$ cat src/rtl/arb_pkg.sv
// Shared types and helpers for the 8-way 16-bit round-robin arbiter.
package arb_pkg;

    localparam int unsigned N_REQ  = 8;
    localparam int unsigned SEL_W  = 3;
    localparam int unsigned DATA_W = 16;

    typedef enum logic {ARB_IDLE, ARB_LOCKED} arb_state_t;

    typedef struct packed {
        logic             found;
        logic [SEL_W-1:0] idx;
    } rr_pick_t;

    // First set bit of valid scanning ptr, ptr+1, ... ptr+7 (mod 8); the
    // downward loop leaves the smallest offset as the final winner.
    function automatic rr_pick_t rr_pick(input logic [N_REQ-1:0] valid,
                                         input logic [SEL_W-1:0] ptr);
        rr_pick_t         r;
        logic [SEL_W-1:0] cand;
        r = '0;
        for (int k = N_REQ - 1; k >= 0; k--) begin
            cand = ptr + SEL_W'(k);
            if (valid[cand]) begin
                r.found = 1'b1;
                r.idx   = cand;
            end
        end
        return r;
    endfunction

endpackage

$ cat src/rtl/arb8way16_if.sv
// Requester and consumer handshake bundle for arb8way16.
interface arb8way16_if;
    import arb_pkg::*;

    logic [N_REQ-1:0]             req_valid;
    logic [N_REQ-1:0]             req_lock;
    logic [N_REQ-1:0][DATA_W-1:0] req_data;
    logic [N_REQ-1:0]             req_ready;
    logic                         out_valid;
    logic                         out_ready;
    logic [DATA_W-1:0]            out_data;
    logic [SEL_W-1:0]             out_src;

    // Requesters and consumer drive the bus from this side.
    modport master (
        output req_valid, req_lock, req_data, out_ready,
        input  req_ready, out_valid, out_data, out_src
    );

    // The arbiter sits on this side.
    modport slave (
        input  req_valid, req_lock, req_data, out_ready,
        output req_ready, out_valid, out_data, out_src
    );

endinterface

$ cat src/rtl/Mux8Way16.sv
// Eight-input 16-bit word multiplexer.
module Mux8Way16 (
    input  logic [15:0] a,
    input  logic [15:0] b,
    input  logic [15:0] c,
    input  logic [15:0] d,
    input  logic [15:0] e,
    input  logic [15:0] f,
    input  logic [15:0] g,
    input  logic [15:0] h,
    input  logic [2:0]  sel,
    output logic [15:0] out
);

    always_comb begin
        out = a;
        case (sel)
            3'd0:    out = a;
            3'd1:    out = b;
            3'd2:    out = c;
            3'd3:    out = d;
            3'd4:    out = e;
            3'd5:    out = f;
            3'd6:    out = g;
            3'd7:    out = h;
            default: out = a;
        endcase
    end

endmodule

$ cat src/rtl/arb8way16.sv
// Round-robin arbiter with bounded burst locking feeding a single registered
// output slot through Mux8Way16.
module arb8way16 import arb_pkg::*; #(
    parameter int unsigned MAX_BURST = 4
) (
    input  logic         clk,
    input  logic         rst_n,
    arb8way16_if.slave   bus
);

    localparam int unsigned CNT_W = 4;

    arb_state_t        state_q, state_d;
    logic [SEL_W-1:0]  ptr_q, ptr_d;
    logic [SEL_W-1:0]  owner_q, owner_d;
    logic [CNT_W-1:0]  burst_q, burst_d;
    logic [CNT_W-1:0]  cnt_inc;

    logic              out_valid_q;
    logic [DATA_W-1:0] out_data_q;
    logic [SEL_W-1:0]  out_src_q;

    logic [N_REQ-1:0]  ready_c;
    logic [SEL_W-1:0]  gidx;
    logic              slot_free;
    logic              accept;
    rr_pick_t          pick;
    logic [DATA_W-1:0] mux_out;

    assign slot_free = !out_valid_q || bus.out_ready;

    Mux8Way16 u_mux (
        .a   (bus.req_data[0]),
        .b   (bus.req_data[1]),
        .c   (bus.req_data[2]),
        .d   (bus.req_data[3]),
        .e   (bus.req_data[4]),
        .f   (bus.req_data[5]),
        .g   (bus.req_data[6]),
        .h   (bus.req_data[7]),
        .sel (gidx),
        .out (mux_out)
    );

    // Grant selection, ready generation and pointer/burst bookkeeping.
    always_comb begin
        state_d = state_q;
        ptr_d   = ptr_q;
        owner_d = owner_q;
        burst_d = burst_q;
        gidx    = ptr_q;
        ready_c = '0;
        pick    = rr_pick(bus.req_valid, ptr_q);
        cnt_inc = burst_q + CNT_W'(1);

        if (state_q == ARB_IDLE) begin
            if (pick.found) begin
                gidx          = pick.idx;
                ready_c[gidx] = slot_free;
            end
        end else begin
            gidx          = owner_q;
            ready_c[gidx] = slot_free && bus.req_valid[owner_q];
        end

        accept = |(ready_c & bus.req_valid);

        if (accept) begin
            if (state_q == ARB_IDLE) begin
                if (bus.req_lock[gidx] && (MAX_BURST > 1)) begin
                    state_d = ARB_LOCKED;
                    owner_d = gidx;
                    burst_d = CNT_W'(1);
                end else begin
                    ptr_d = gidx + SEL_W'(1);
                end
            end else begin
                // Voluntary unlock or burst budget exhausted both release.
                if (!bus.req_lock[owner_q] || (cnt_inc >= CNT_W'(MAX_BURST))) begin
                    state_d = ARB_IDLE;
                    ptr_d   = owner_q + SEL_W'(1);
                    burst_d = '0;
                end else begin
                    burst_d = cnt_inc;
                end
            end
        end
    end

    always_ff @(posedge clk) begin
        if (!rst_n) begin
            state_q     <= ARB_IDLE;
            ptr_q       <= '0;
            owner_q     <= '0;
            burst_q     <= '0;
            out_valid_q <= 1'b0;
            out_data_q  <= '0;
            out_src_q   <= '0;
        end else begin
            state_q <= state_d;
            ptr_q   <= ptr_d;
            owner_q <= owner_d;
            burst_q <= burst_d;
            if (accept) begin
                out_valid_q <= 1'b1;
                out_data_q  <= mux_out;
                out_src_q   <= gidx;
            end else if (bus.out_ready) begin
                out_valid_q <= 1'b0;
            end
        end
    end

    assign bus.req_ready = ready_c;
    assign bus.out_valid = out_valid_q;
    assign bus.out_data  = out_data_q;
    assign bus.out_src   = out_src_q;

endmodule

$ cat src/flat_wrapper.sv
// flat-port wrapper written by rule: the top's interface ports become plain ports
module arb8way16_flat import arb_pkg::*;
#(
    parameter int unsigned MAX_BURST = 4
)
  (clk, rst_n, bus_req_valid, bus_req_lock, bus_req_data, bus_out_ready, bus_req_ready, bus_out_valid, bus_out_data, bus_out_src);
  arb8way16_if bus_i ();
  input  logic clk;
  input  logic rst_n;
  input wire logic [$bits(bus_i.req_valid)-1:0] bus_req_valid;
  input wire logic [$bits(bus_i.req_lock)-1:0] bus_req_lock;
  input wire logic [$bits(bus_i.req_data)-1:0] bus_req_data;
  input wire logic [$bits(bus_i.out_ready)-1:0] bus_out_ready;
  output wire logic [$bits(bus_i.req_ready)-1:0] bus_req_ready;
  output wire logic [$bits(bus_i.out_valid)-1:0] bus_out_valid;
  output wire logic [$bits(bus_i.out_data)-1:0] bus_out_data;
  output wire logic [$bits(bus_i.out_src)-1:0] bus_out_src;
  assign bus_i.req_valid = bus_req_valid;
  assign bus_i.req_lock = bus_req_lock;
  assign bus_i.req_data = bus_req_data;
  assign bus_i.out_ready = bus_out_ready;
  assign bus_req_ready = bus_i.req_ready;
  assign bus_out_valid = bus_i.out_valid;
  assign bus_out_data = bus_i.out_data;
  assign bus_out_src = bus_i.out_src;
  arb8way16 #(.MAX_BURST(MAX_BURST)) u_core (.clk(clk), .rst_n(rst_n), .bus(bus_i));
endmodule
$ cat config.mk
export PLATFORM = sky130hd
export DESIGN_NAME = arb8way16_flat
export DESIGN_NICKNAME = d
export VERILOG_FILES = /design/src/rtl/arb_pkg.sv /design/src/rtl/arb8way16_if.sv /design/src/rtl/Mux8Way16.sv /design/src/rtl/arb8way16.sv /design/src/flat_wrapper.sv
export SDC_FILE = /design/constraint.sdc
export NUM_CORES = 1
export LEC_CHECK = 0
export BUFFER_PORTS_ARGS = -buffer_cell sky130_fd_sc_hd__buf_2
export CORE_MARGIN = 2
export CORE_UTILIZATION = 50
export DETAILED_ROUTE_END_ITERATION = 12
export HOLD_SLACK_MARGIN = 0.08
export PLACE_DENSITY = 0.92
export RECOVER_POWER = 100
export SLEW_MARGIN = 20
export SYNTH_ARGS = -nofsm -noshare
export SYNTH_HDL_FRONTEND = slang
export SYNTH_HIERARCHICAL = 1
export SYNTH_SLANG_ARGS = --single-unit
export TNS_END_PERCENT = 30
$ cat constraint.sdc
create_clock -name clk -period 12.9 [get_ports clk]
set_clock_uncertainty 0.15 [all_clocks]
set_input_delay 1.29 -clock clk [delete_from_list [all_inputs] [get_ports clk]]
set_output_delay 1.29 -clock clk [all_outputs]
set_load 0.005 [all_outputs]
Word level (Yosys, flattened, before mapping)
Cells that the tools add are included.
{ "classes": {"add_sub_neg": 10, "order_cmp": 14, "eq_ne": 9, "mux": 50, "n_bitwise": 4, "reduce_logical": 14} }
{ "op_table": {"columns": ["op", "n"], "rows": [
  ["16-bit case mux with 8 select lines", 1],
  ["3-bit by 4-bit less-than comparator with 1-bit output, second input constant", 11],
  ["4-bit 2-to-1 mux", 11],
  ["1-bit binary-select mux with 3-bit select", 11],
  ["8-bit bitwise AND", 3],
  ["1-bit 2-to-1 mux", 18],
  ["8-bit 2-to-1 mux", 2],
  ["3-bit 2-to-1 mux", 5],
  ["3-bit adder, second input constant", 4],
  ["3-bit equality test, second input constant", 4],
  ["3-bit by 1-bit adder with 3-bit output, second input constant", 3],
  ["8-bit OR reduction", 1],
  ["3-bit by 2-bit adder with 3-bit output, second input constant", 2],
  ["1-bit demux with 3-bit select", 2],
  ["3-bit by 2-bit equality test with 1-bit output, second input constant", 2],
  ["3-bit by 1-bit >= comparator with 1-bit output, second input constant", 2],
  ["3-bit AND reduction", 2],
  ["4-bit by 1-bit adder with 4-bit output, second input constant", 1],
  ["4-bit by 3-bit >= comparator with 1-bit output, second input constant", 1],
  ["2-bit nonzero test", 2],
  ["3-bit by 1-bit equality test with 1-bit output, second input constant", 1],
  ["1-bit logical AND", 3],
  ["3-bit logical NOT", 1],
  ["1-bit logical NOT", 2],
  ["5 further kinds", 6]
]} }
{ "totals": {"register_bits": 31, "inputBits": 147, "out_inout_bits": 28, "wordCells": 108} }

Logic depth before layout (Yosys ltp)
Gate-level depths: netlist of run 1.
{ "depth": {"word_depth": 21, "mapped_depth": 22, "mapped_depth_nobuf": 16} }

By module
The synthesis of run 1 kept the hierarchy.
{ "by_module_without_submodules": {"columns": ["mod", "n_inst", "cells_per_inst", "area_per_inst_um2", "seq_area_each_um2"], "rows": [
  ["arb8way16", 1, 371, 3081.7, 620.6],
  ["Mux8Way16", 1, 177, 1114.8, 0.0]
]} }

Worst setup path after synthesis of run 1
OpenSTA, ideal clock, no wires.
{ "synth_timing": {"path_type": "input-to-output", "start": "input bus_req_valid[7]", "end": "output bus_req_ready[7]", "arrival_ns": 3.473, "t_required_ns": 11.460, "path_slack_ns": 7.987, "path_stages": 10, "path_buffers": 2, "path_cell_list": "clkbuf_1 -> mux4_2 -> mux2i_2 -> o21ai_0 -> o22ai_1 -> buf_2 -> nand3_1 -> o21ai_1 -> inv_1 -> o32ai_1"} }
{ "synth_via": {"elab_chain_cells": 17, "elab_cells_between_ends": 36, "classes_between": "order compare (2); mux (30); bitwise (2); reduce/logical (2)"} }
{ "synth_rtl": {"columns": ["item", "line", "text"], "rows": [
  ["start: declaration", "flat_wrapper.sv:10", "input wire logic [$bits(bus_i.req_valid)-1:0] bus_req_valid;"],
  ["1-bit binary-select mux with 3-bit select", "arb_pkg.sv:24", "if (valid[cand]) begin"],
  ["1-bit 2-to-1 mux (not written as such)", "arb_pkg.sv:24", null],
  ["4-bit 2-to-1 mux (8 in a row)", "arb_pkg.sv:24", null],
  ["3-bit by 4-bit less-than comparator with 1-bit output (not written as such) / 3-bit by 1-bit >= comparator with 1-bit output (equally long branches)", "arb8way16.sv:59", "ready_c[gidx] = slot_free;"],
  ["1-bit logical AND (not written as such)", "arb8way16.sv:59", null],
  ["1-bit 2-to-1 mux (not written as such)", "arb8way16.sv:59", null],
  ["1-bit demux with 3-bit select", null, null],
  ["8-bit bitwise AND (no source line)", null, null],
  ["8-bit 2-to-1 mux", "arb8way16.sv:57", "if (pick.found) begin"],
  ["8-bit 2-to-1 mux *", "arb8way16.sv:56", "if (state_q == ARB_IDLE) begin"],
  ["end: declaration", "flat_wrapper.sv:14", "output wire logic [$bits(bus_i.req_ready)-1:0] bus_req_ready;"]
]} }
Every way passes the cells marked *; elsewhere a longest branch is shown, timed or not. The select of a mux whose other input is x is not followed.

Worst setup path after layout of run 1
{ "layout_timing": {"start": "register u_core.ptr_q[0]", "end": "register u_core.ptr_q[0]"} }
{ "layout_via": {"elab_cells_between_ends": 50, "classes_between": "add/sub (8); order compare (2); eq/ne (1); mux (34); bitwise (2); reduce/logical (3)"} }
{ "layout_rtl": {"columns": ["item", "line", "text"], "rows": [
  ["start: declaration", "arb8way16.sv:14", "logic [SEL_W-1:0] ptr_q, ptr_d;"],
  ["start signal: assignment", "arb8way16.sv:101", "ptr_q <= ptr_d;"],
  ["3-bit adder", "arb_pkg.sv:23", "cand = ptr + SEL_W'(k);"],
  ["1-bit binary-select mux with 3-bit select", "arb_pkg.sv:24", null],
  ["1-bit 2-to-1 mux (not written as such)", "arb_pkg.sv:24", null],
  ["4-bit 2-to-1 mux (7 in a row)", "arb_pkg.sv:24", null],
  ["4-bit 2-to-1 mux *", "arb_pkg.sv:24", null],
  ["3-bit 2-to-1 mux *", "arb8way16.sv:57", null],
  ["3-bit 2-to-1 mux *", "arb8way16.sv:56", null],
  ["via u_core.gidx[1]", "arb8way16.sv:24", "logic [SEL_W-1:0] gidx;"],
  ["1-bit binary-select mux with 3-bit select *", "arb8way16.sv:70", "if (bus.req_lock[gidx] && (MAX_BURST > 1)) begin"],
  ["1-bit 2-to-1 mux (not written as such) *", "arb8way16.sv:70", null],
  ["2-bit by 1-bit inequality test with 1-bit output (no source line) *", null, null],
  ["3-bit AND reduction (no source line) *", null, null]
]} }
The timed path passes the listed nets; every way through them passes the cells marked *. The select of a mux whose other input is x is not followed.
A chain may end at the register's enable or synchronous reset.

==> key figures, run 1 <==
Status
  – Status: complete, but fails checks
  – Failing checks: max-capacitance violations, max-slew violations

Pwr
  – Overall power: 1.214 mW
  – Power per cell area: 245.9 nW/um2
  – Worst IR Drop VDD: ~0.14 mV
  – Static Leak: 2.120 nW

Layout
  – Fin cells: 789
  – Share of cells above drive strength 1: 0.2953
  – Multi-input gate area: 3162 um2
  – Fill count: ~750
  – Final Util: 0.6036
  – Fin nets: approximately 840
  – Register area: 620.6 um2
  – Layout area overhead: 17.59%
  – Antenna cells: 0

Clock tree
  – H-tree depth: 2
  – Clk buf depth: 2
  – Cts repair resizes: 0
  – Num CTS Buffers: 5
  – Clock-pin slew on the worst setup and hold paths: 0.07 ns
  – Root buf cell: clkbuf_8
  – Post-CTS Setup Inserts: 0
  – Worst skew pair latency: 0.29 ns
  – CTS tree: done
  – Hold-fix buffers at CTS: 0
  – Num Clock Sinks: 31

Drt
  – Vias per Instance: ~6.3
  – Post-DRT Antenna Nets: 0
  – 1st-pass router iterations: 5
  – DRT iter0 DRCs: 404
  – Vias: 4,987
  – DRC: 0
  – Routed WL per cell: between 15 and 20 um
  – Drt total wl: between 10 and 15 mm

Timing
  – Fin Hold WS: 0.3025 ns
  – RSZ-0062 raised after global routing: no
  – Period Utilization, post-route: 0.6399
  – Worst-margin pin slew: 2.826 ns
  – F_max: about 120 MHz
  – Final Critical Period: 8.255 ns
  – Max-slew violations: 88
  – Final total negative setup slack: 0 ns
  – Rel. slew slack: -0.8843
  – Hold Vio Cnt, Final: 0
  – Final Setup Violations: 0

Worst setup path
  – CP Max Fanout: 53
  – Worst setup SP type: register
  – Worst endpoint data arrival time: 8.28 ns
  – Worst Setup Path Type: register to register
  – Data required, critical path: 12.93 ns
  – Cells on worst reg2reg path: 13
  – Reg-to-reg slack, setup: 4.65 ns
  – Worst Setup End Kind: register
  – Reg2reg end: u_core/ptr_q[0]$_SDFFE_PN0P_
  – Worst r2r src: u_core/ptr_q[0]$_SDFFE_PN0P_

Yosys
  – Ys flop type: dfxtp_1
  – Post-synth EDFFs: 0
  – Post-synth top area share: 0.1479
  – Syn Inst Count: 548
  – Post-synth top cells: nand2_1 (86), nor2_1 (48), a21oi_1 (47)
  – Synthesized cell area: 4197 um2
  – Top cells by area, synth: dfxtp_1 (15%), mux4_2 (11%), nand2_1 (7.7%), mux2i_1 (7.2%), a21oi_1 (5.6%)
  – Syn Area/Cell: 7.658 um2
  – Sequential area share after synthesis: 0.1479
  – Cell with the most instances after synthesis: nand2_1
  – Largest area contributor in the synthesized netlist: dfxtp_1
  – Synthesis Warnings: 6
  – Number of synthesized register bits: 31
  – Synth unique cells: a little over 70
  – Asr flop ratio synth: 0
  – Syn Nets: 699

Floorplan
  – Initial Utilization: 0.5133
  – IO Pins: 175
  – Num rows: 33
  – Die width: 95.62 um
  – Die Height: ~96 um
  – Die footprint: 9142 um2
  – Core box area: between 8000 and 9000 um2

Global routing
  – Initial antenna violation count: 0
  – Tot GR Track Use: 0.3115
  – First-pass GRT wire length: between 20 and 25 mm
  – Vias in the first global route: 4,667
  – Largest net degree at the start of global routing: 54
  – Overflow after GRT: 0

Place
  – Number of port buffers: 174
  – HPWL Detailed: around 11 mm
  – RD Place Congestion: around 0.95
  – Placed Cells: 782

Job
  – Max Cap Violations: 2

Hold path
  – Hold path start: u_core/bus.out_data[10]$_SDFFE_PN0P_
  – WHS Endpoint: u_core/bus.out_data[10]$_SDFFE_PN0P_
  – Hold path depth: 2
  – HP Class: register to register
critical path, cell delays in order (launching register included):
cell and delay, ns:
dfxtp_1 0.97, inv_1 0.50, ha_1 0.95, mux4_2 0.60
mux2i_1 0.14, a32oi_1 0.11, a311oi_1 0.30, o41ai_1 0.20
a31oi_4 0.15, clkbuf_1 2.00, nor4_1 0.30, o32ai_1 0.97
a211oi_1 0.40, mux2_4 0.38
final cells by class:
class / count / area share
Multi-Input combinational cell: 451 / 0.6407
Sequential cell: 31 / 0.1258
Clock inverter: 1 / 0.001014
Clock buffer: 6 / 0.01673
Inverter: 16 / 0.01217
Tap cell: 105 / 0.02662
Timing Repair Buffer: 179 / 0.1770
layer usage:
layer | track usage | share of wire
met2 | 0.5594 | 0.50
met1 | 0.3397 | 0.34
met3 | 0.05534 | 0.092
met5 | 0 | 0
met4 | 0.1845 | 0.061
how the worst max path moves through the flow:
stage	slack, ns	depth (start not counted)	to	startpoint
finish	4.65	13	u_core/ptr_q[0]$_SDFFE_PN0P_	u_core/ptr_q[0]$_SDFFE_PN0P_
global route	4.12	13	u_core/ptr_q[0]$_SDFFE_PN0P_	u_core/ptr_q[0]$_SDFFE_PN0P_
CTS	6.12	11	bus_req_ready[7]	u_core/ptr_q[0]$_SDFFE_PN0P_
detailed placement	6.42	11	bus_req_ready[7]	u_core/ptr_q[0]$_SDFFE_PN0P_
global placement	6.64	11	bus_req_ready[7]	u_core/ptr_q[0]$_SDFFE_PN0P_
floorplan	7.99	10	bus_req_ready[7]	bus_req_valid[7]
cells in the final DEF, fill, tap and decap left out, drive strengths merged, types with 3 or more instances in the layout:
master / instances
buf: 156
nand2: 86
nor2: 49
a21oi: 47
dfxtp: 31
mux2i: 31
clkbuf: 29
a22oi: 27
o21ai: 21
mux4: 20
nand2b: 18
nand3: 16
inv: 16
a31oi: 16
mux2: 14
a22o: 7
and3: 7
nor2b: 7
o22ai: 6
a21o: 5
nor3: 5
o32ai: 5
and2: 5
a221oi: 4
ha: 4
nor4: 4
a211o: 3
o31ai: 3
a32o: 3
o221ai: 3
a41o: 3
a211oi: 3
stage by stage:
stage	instance area, um2	worst slack, ns
2_1_floorplan	4197	7.987
3_3_place_gp	4961	6.642
3_5_place_dp	4961	6.422
4_1_cts	5049	6.118
5_1_grt	4935	4.123
6_report	4935	4.645
power breakdown:
part	switching [mW]	total [mW]	internal, mW
Sequential	0.0420	0.171	0.129
Clock	0.0381	0.0800	0.0419
Combinational	0.569	0.962	0.393
Total	0.650	1.21	0.564
registers in the layout, summed over array words and instances (netlist names):
name and flops:
u_core/owner_q 3, u_core/state_q 1, u_core/bus.out_src 3, u_core/ptr_q 3, u_core/burst_q 4, u_core/bus.out_data 16, u_core/bus.out_valid 1
logic make-up (layout without fill, tap and decap cells):
family	Yosys count	in the layout	share of synthesized area
multiplexers	65	65	0.2206
AO/OA/AOI/OAI	168	168	0.2785
flip-flops	31	31	0.1479
AND/OR/NAND/NOR	210	210	0.2454
buffers and inverters	66	202	0.08288
XOR/XNOR	4	4	0.01282
adder cells (fa/ha/maj)	4	4	0.01193
No activity file was read; power rests on OpenSTA's default activity.
==> inputs of run 2 (changes only) <==
--- a/config.mk
+++ b/config.mk
@@ -5,12 +5,13 @@
 export SDC_FILE = /design/constraint.sdc
 export NUM_CORES = 1
 export LEC_CHECK = 0
+export ABC_AREA = 1
 export BUFFER_PORTS_ARGS = -buffer_cell sky130_fd_sc_hd__buf_2
 export CORE_MARGIN = 2
-export CORE_UTILIZATION = 50
+export CORE_UTILIZATION = 44
 export DETAILED_ROUTE_END_ITERATION = 12
 export HOLD_SLACK_MARGIN = 0.08
-export PLACE_DENSITY = 0.92
+export PLACE_DENSITY = 0.87
 export RECOVER_POWER = 100
 export SLEW_MARGIN = 20
 export SYNTH_ARGS = -nofsm -noshare
==> constraint.sdc (replaced) <==
create_clock -name clk -period 7.5 [get_ports clk]
set_clock_uncertainty 0.15 [all_clocks]
set_input_delay 0.75 -clock clk [delete_from_list [all_inputs] [get_ports clk]]
set_output_delay 0.75 -clock clk [all_outputs]
set_load 0.005 [all_outputs]
==> key figures, run 2 <==
Status
  – Status: completed

Worst setup path
  – Cells on worst reg2reg path: 26 (+13)
  – Worst r2r src: u_core/ptr_q[0]$_SDFFE_PN0P_
  – Crit. Startpoint: u_core/ptr_q[0]$_SDFFE_PN0P_
  – Worst setup SP type: register
  – Reg2reg end: u_core/bus.out_data[13]$_SDFFE_PN0P_
  – Reg-to-reg slack, setup: 1.69 ns (-2.95 ns)
  – Worst endpoint data arrival time: 5.85 ns (-2.43 ns)
  – Data required, critical path: 7.54 ns (-5.39 ns)
  – Worst Setup Path Type: register to register
  – Worst Setup End Kind: register
  – CP Capture Point: u_core/bus.out_data[13]$_SDFFE_PN0P_
  – CP Max Fanout: 56 (+5.7%)

Global routing
  – Most used routing layer: met2
  – Grt met3 use: 0.04326 (-0.01207)
  – Initial antenna violation count: 1 (+1)
  – Largest net degree at the start of global routing: 58 (+7.4%)
  – Met1 Use GR: 0.3385 (-0.001161)
  – Overflow after GRT: 0 (unchanged)
  – First-pass GRT wire length: 22.65 mm (+1.9%)
  – Vias in the first global route: 4,718 (+1.1%)
  – Tot GR Track Use: 0.2837 (-0.02788)
  – Routing usage on met2: 0.4912 (-0.06828)

Timing
  – Rel. slew slack: 0.3437 (+1.228)
  – Period Utilization, post-route: 0.7744 (+0.1345)
  – RSZ-0062 raised after global routing: no
  – Final Critical Period: 5.808 ns (-2.447 ns)
  – Hold Vio Cnt, Final: 0 (unchanged)
  – F_max: 172.2 MHz (+42%)
  – Worst-margin pin slew: 0.9833 ns (-1.843 ns)
  – Max-slew violations: 0 (-100%)
  – Final total negative setup slack: 0 ns (unchanged)
  – Final Setup Violations: 0 (unchanged)

Clock tree
  – Cts repair resizes: 0 (unchanged)
  – Num CTS Buffers: 5 (unchanged)
  – CTS tree: done
  – Root buf cell: clkbuf_8
  – Post-CTS Setup Inserts: 0 (unchanged)
  – Num Clock Sinks: 31 (unchanged)
  – Clock-pin slew on the worst setup and hold paths: 0.07 ns (about the same)
  – Hold-fix buffers at CTS: 0 (unchanged)
  – Clk buf depth: 2 (unchanged)
  – H-tree depth: 2 (unchanged)
  – Worst skew pair latency: 0.29 ns (about the same)

Yosys
  – Largest area contributor in the synthesized netlist: dfxtp_1
  – Syn Inst Count: 673 (+23%)
  – Sequential area share after synthesis: 0.1563 (+0.008387)
  – Syn Nets: 824 (+18%)
  – Synthesis Warnings: 6 (unchanged)
  – Cell with the most instances after synthesis: nand2_1
  – Ys flop type: dfxtp_1
  – Post-synth EDFFs: 0 (unchanged)
  – Post-synth top area share: 0.1563 (+0.008387)
  – Post-synth top cells: nand2_1 (151), nor2_1 (109), nand3_1 (85)
  – Number of synthesized register bits: 31 (unchanged)
  – Syn Area/Cell: 5.901 um2 (-23%)
  – Asr flop ratio synth: 0 (unchanged)
  – Top cells by area, synth: dfxtp_1 (16%), nand2_1 (14%), nand3_1 (11%), nand4_1 (11%), nor2_1 (10%)
  – Synthesized cell area: 3971 um2 (-5.4%)
  – Synth unique cells: 37 (-48%)

Floorplan
  – Initial Utilization: 0.4554 (-0.05793)
  – Die width: 99.01 um (+3.5%)
  – Num rows: 34 (+3.0%)
  – Core box area: 8721 um2 (+6.7%)
  – Die Height: 99.01 um (+3.5%)
  – IO Pins: 175 (unchanged)
  – Die footprint: 9802 um2 (+7.2%)

Drt
  – 1st-pass router iterations: 5 (unchanged)
  – Post-DRT Antenna Nets: 0 (unchanged)
  – Vias per Instance: 5.498 (-13%)
  – DRC: 0 (unchanged)
  – Vias: 5,091 (+2.1%)
  – Drt total wl: 14.10 mm (-3.9%)
  – Routed WL per cell: 15.22 um (-18%)
  – DRT iter0 DRCs: 460 (+14%)

Hold path
  – HP Class: register to register

Layout
  – Most common cell after layout, fill and taps aside: buf_2
  – Share of cells above drive strength 1: 0.2999 (+0.004556)
  – Fill count: 904 (+21%)
  – Layout area overhead: 20.29%
  – Commonest cells after routing, fill and taps aside: buf_2 (161), nand2_1 (156), nor2_1 (111), nand3_1 (85), nand4_1 (67)
  – Fin nets: 967 (+16%)
  – Max reg flops: 16 (unchanged)

Job
  – Max Cap Violations: 0 (-2)

Place
  – Number of port buffers: 174 (unchanged)
  – RD Place Congestion: 0.9880 (+3.6%)
  – HPWL Detailed: 10.89 mm (-0.24%)
-- run 2: changes by cell type after synthesis, sizes merged, moves of 8 or more --
cell / delta
a21oi: -30
mux4: -20
nand3: +91
nor2: +72
mux2: -14
clkbuf: -17
nand4: +66
a22oi: -24
buf: +8
a31oi: -16
inv: +48
mux2i: -31
nand2b: -18
nand2: +93
-- run 2: worst max-delay path, stage by stage, from the launching register on --
cell        delay (ns)
dfxtp_1           0.58
clkinvlp_2        0.78
ha_1              0.77
inv_1             0.17
nand3_1           0.14
nand3_1           0.09
inv_1             0.06
nand2_1           0.05
nand2_1           0.06
nand2_1           0.06
nand2_1           0.06
nand2_1           0.05
nand2_1           0.06
nand2_1           0.05
nand2_1           0.05
nand2_1           0.13
inv_1             0.17
o21ai_0           0.12
nand2_2           0.07
buf_4             0.50
inv_1             0.64
nand4_1           0.22
nand2_1           0.07
nor2_1            0.22
nand3_1           0.09
o21ai_0           0.19
nor2_1            0.06
-- run 2: cells by family after synthesis --
logic type / count (synthesis) / synth area share
adder cells (fa/ha/maj): 4 / 0.01260
AND/OR/NAND/NOR: 483 / 0.6150
AO/OA/AOI/OAI: 48 / 0.07183
XOR/XNOR: 2 / 0.004412
buffers and inverters: 105 / 0.1399
flip-flops: 31 / 0.1563
-- run 2: how the worst min path moves through the flow --
stage | startpoint | to | slack, ns | depth (start not counted)
2_1_floorplan | u_core/burst_q[3]$_SDFFE_PN0P_ | u_core/burst_q[3]$_SDFFE_PN0P_ | 0.28 | 2
3_3_place_gp | u_core/burst_q[3]$_SDFFE_PN0P_ | u_core/burst_q[3]$_SDFFE_PN0P_ | 0.29 | 2
3_5_place_dp | u_core/burst_q[3]$_SDFFE_PN0P_ | u_core/burst_q[3]$_SDFFE_PN0P_ | 0.30 | 2
4_1_cts | u_core/burst_q[3]$_SDFFE_PN0P_ | u_core/burst_q[3]$_SDFFE_PN0P_ | 0.31 | 2
5_1_grt | u_core/burst_q[3]$_SDFFE_PN0P_ | u_core/burst_q[3]$_SDFFE_PN0P_ | 0.34 | 2
6_report | u_core/burst_q[3]$_SDFFE_PN0P_ | u_core/burst_q[3]$_SDFFE_PN0P_ | 0.32 | 2
-- run 2: through the flow --
stage	worst slack, ns	hold slack, ns	instance area [um2]	utilization	cells
2_1_floorplan	4.156	0.2776	3971	-	673
3_5_place_dp	2.836	0.2987	4705	0.5395	917
4_1_cts	2.813	0.3081	4822	0.5529	925
6_report	1.692	0.3183	4777	0.5478	926
3_3_place_gp	2.838	0.2907	4705	0.5395	917
5_1_grt	1.141	0.3442	4777	0.5478	926
-- run 2: final cells by class --
cell class | count | area [um2] | share of cell area
well taps | 108 | 135.1 | 0.02829
clock buffers | 6 | 82.58 | 0.01729
clock inverters | 2 | 35.03 | 0.007334
repair buffers | 177 | 877.1 | 0.1836
flip-flops and latches | 31 | 620.6 | 0.1299
diodes | 1 | 2.502 | 0.0005238
multi-input cells | 537 | 2775 | 0.5809
inverters | 64 | 249.0 | 0.05212
-- run 2: per-layer routing --
metal / vias up / share of wire
li1: 2528 / -
met1: 2246 / 0.39
met2: 270 / 0.48
met3: 47 / 0.080
met4: 0 / 0.043
met5: - / 0
Power of run 2 is left out: the tool's default activity adds up to more than one toggle a clock period on the data nets, which glitch-free logic cannot reach.
==> inputs of run 3 (changes only) <==
==> constraint.sdc (replaced) <==
create_clock -name clk -period 4.9 [get_ports clk]
set_clock_uncertainty 0.15 [all_clocks]
set_input_delay 0.49 -clock clk [delete_from_list [all_inputs] [get_ports clk]]
set_output_delay 0.49 -clock clk [all_outputs]
set_load 0.005 [all_outputs]
==> key figures, run 3 (synthesis gave the netlist of run 2 again) <==
Floorplan
  – Core box area: 8721 um2 (unchanged)
  – Die Height: 99.01 um (unchanged)
  – Die width: 99.01 um (unchanged)
  – Num rows: 34 (unchanged)
  – Die footprint: 9802 um2 (unchanged)
  – IO Pins: 175 (unchanged)
  – Initial Utilization: 0.4554 (unchanged)

Worst setup path
  – CP Capture Point: u_core/bus.out_data[6]$_SDFFE_PN0P_
  – Worst setup SP type: register
  – CP Max Fanout: 17 (-70%)
  – Worst endpoint data arrival time: 4.36 ns (-1.49 ns)
  – Crit. Startpoint: u_core/ptr_q[0]$_SDFFE_PN0P_
  – Worst Setup End Kind: register
  – Worst Setup Path Type: register to register
  – Data required, critical path: 4.92 ns (-2.62 ns)
  – Worst r2r src: u_core/ptr_q[0]$_SDFFE_PN0P_
  – Reg-to-reg slack, setup: 0.56 ns (-1.13 ns)
  – Cells on worst reg2reg path: 23 (-12%)
  – Reg2reg end: u_core/bus.out_data[6]$_SDFFE_PN0P_

Layout
  – Most common cell after layout, fill and taps aside: buf_2
  – Register area: 620.6 um2 (unchanged)
  – Fin nets: 972 (+0.52%)
  – Max reg flops: 16 (unchanged)
  – Fill count: 907 (+0.33%)
  – Commonest cells after routing, fill and taps aside: buf_2 (160), nand2_1 (154), nor2_1 (110), nand3_1 (85), nand4_1 (67)
  – Share of cells above drive strength 1: 0.3054 (+0.005475)
  – Final Cell Area: 4776 um2 (about the same)
  – Multi-input gate area: 2775 um2 (unchanged)
  – Layout area overhead: 20.26% (about the same)

Timing
  – F_max: 230.5 MHz (+34%)
  – RSZ-0062 raised after global routing: no
  – Hold Vio Cnt, Final: 0 (unchanged)
  – Final total negative setup slack: 0 ns (unchanged)
  – Fin Hold WS: 0.3092 ns (-0.009068 ns)
  – Final Critical Period: 4.339 ns (-1.469 ns)
  – Final Setup Violations: 0 (unchanged)
  – Worst-margin pin slew: 0.6640 ns (-0.3193 ns)
  – Period Utilization, post-route: 0.8854 (+0.1110)
  – Rel. slew slack: 0.5568 (+0.2131)
  – Max-slew violations: 0 (unchanged)

Drt
  – DRT iter0 DRCs: 463 (+0.65%)
  – Drt total wl: 14.18 mm (+0.57%)
  – Routed WL per cell: 15.23 um (about the same)
  – Vias: 5,243 (+3.0%)
  – 1st-pass router iterations: 6 (+1)
  – DRC: 0 (unchanged)
  – Vias per Instance: 5.632 (+2.4%)
  – Post-DRT Antenna Nets: 0 (unchanged)

Clock tree
  – Clk buf depth: 2 (unchanged)
  – Num CTS Buffers: 5 (unchanged)
  – Hold-fix buffers at CTS: 0 (unchanged)
  – Post-CTS Setup Inserts: 0 (unchanged)
  – Root buf cell: clkbuf_8
  – Num Clock Sinks: 31 (unchanged)
  – Worst skew pair latency: 0.28 ns (about the same)
  – Cts repair resizes: 0 (unchanged)
  – H-tree depth: 2 (unchanged)
  – Clock-pin slew on the worst setup and hold paths: 0.06 ns (about the same)
  – CTS tree: done

Place
  – HPWL Detailed: 11.24 mm (+3.3%)
  – RD Place Congestion: 0.9717 (-1.6%)
  – Post-placement cell area: 4742 um2 (+0.80%)
  – Number of port buffers: 174 (unchanged)

Global routing
  – Initial antenna violation count: 1 (unchanged)
  – Tot GR Track Use: 0.2833 (-0.0003163)
  – Overflow after GRT: 0 (unchanged)
  – Vias in the first global route: 4,875 (+3.3%)
  – Largest net degree at the start of global routing: 44 (-24%)
  – First-pass GRT wire length: 22.81 mm (+0.73%)

Status
  – Status: completed

Job
  – Max Cap Violations: 0 (unchanged)

Hold path
  – HP Class: register to register
## run 3: cell count changes in the layout (fill, tap and decap cells not counted), sizes merged
cell      delta
clkbuf       +2
inv          +2
bufinv       -1
buf          +4
clkinv       -1
clkinvlp     -1
## run 3: routing by layer
layer / global-route usage / share of wire
met1: 0.3307 / 0.37
met2: 0.4849 / 0.48
met3: 0.05745 / 0.099
met4: 0.1528 / 0.053
met5: 0 / 0
## run 3: worst min path at each step
stage	start	end	slack [ns]	depth (start not counted)
after detailed placement	u_core/burst_q[3]$_SDFFE_PN0P_	u_core/burst_q[3]$_SDFFE_PN0P_	0.30	2
after global routing	u_core/burst_q[2]$_SDFFE_PN0P_	u_core/burst_q[2]$_SDFFE_PN0P_	0.34	2
final	u_core/burst_q[3]$_SDFFE_PN0P_	u_core/burst_q[3]$_SDFFE_PN0P_	0.31	2
after floorplan	u_core/burst_q[3]$_SDFFE_PN0P_	u_core/burst_q[3]$_SDFFE_PN0P_	0.28	2
after global placement	u_core/burst_q[3]$_SDFFE_PN0P_	u_core/burst_q[3]$_SDFFE_PN0P_	0.29	2
after CTS	u_core/burst_q[3]$_SDFFE_PN0P_	u_core/burst_q[3]$_SDFFE_PN0P_	0.31	2
## run 3: final cells by class
type,instances,area share
Clock inverter,1,0.001048
Tap cell,108,0.02829
Inverter,64,0.05187
Antenna cell,1,0.0005240
Multi-Input combinational cell,537,0.5811
Sequential cell,31,0.1299
Clock buffer,7,0.01598
Timing Repair Buffer,182,0.1912
## run 3: through the flow
| step | setup slack (ns) | util | cells |
|---|---|---|---|
| 4_1_cts | 0.7284 | 0.5531 | 930 |
| 3_5_place_dp | 0.7582 | 0.5438 | 922 |
| 6_report | 0.5614 | 0.5476 | 931 |
| 5_1_grt | 0.1183 | 0.5476 | 931 |
| 2_1_floorplan | 1.556 | - | 673 |
| 3_3_place_gp | 0.8303 | 0.5438 | 922 |
## run 3: critical path, stage by stage (launching register included)
cell     delay, ns
dfxtp_1       0.58
inv_4         0.19
ha_1          0.49
inv_1         0.18
nand3_1       0.14
nand3_1       0.09
nand2_1       0.10
inv_2         0.03
nor2_1        0.07
nand2_1       0.05
nand3_1       0.06
nand2_1       0.05
nand2_1       0.05
nand2_1       0.05
nand2_2       0.09
nand2_4       0.11
a21oi_4       0.55
inv_1         0.42
nand4_1       0.17
nand2_1       0.07
nor2_1        0.19
nand3_1       0.08
o21ai_0       0.19
nor2_1        0.05
Power of run 3 is left out for the same reason.
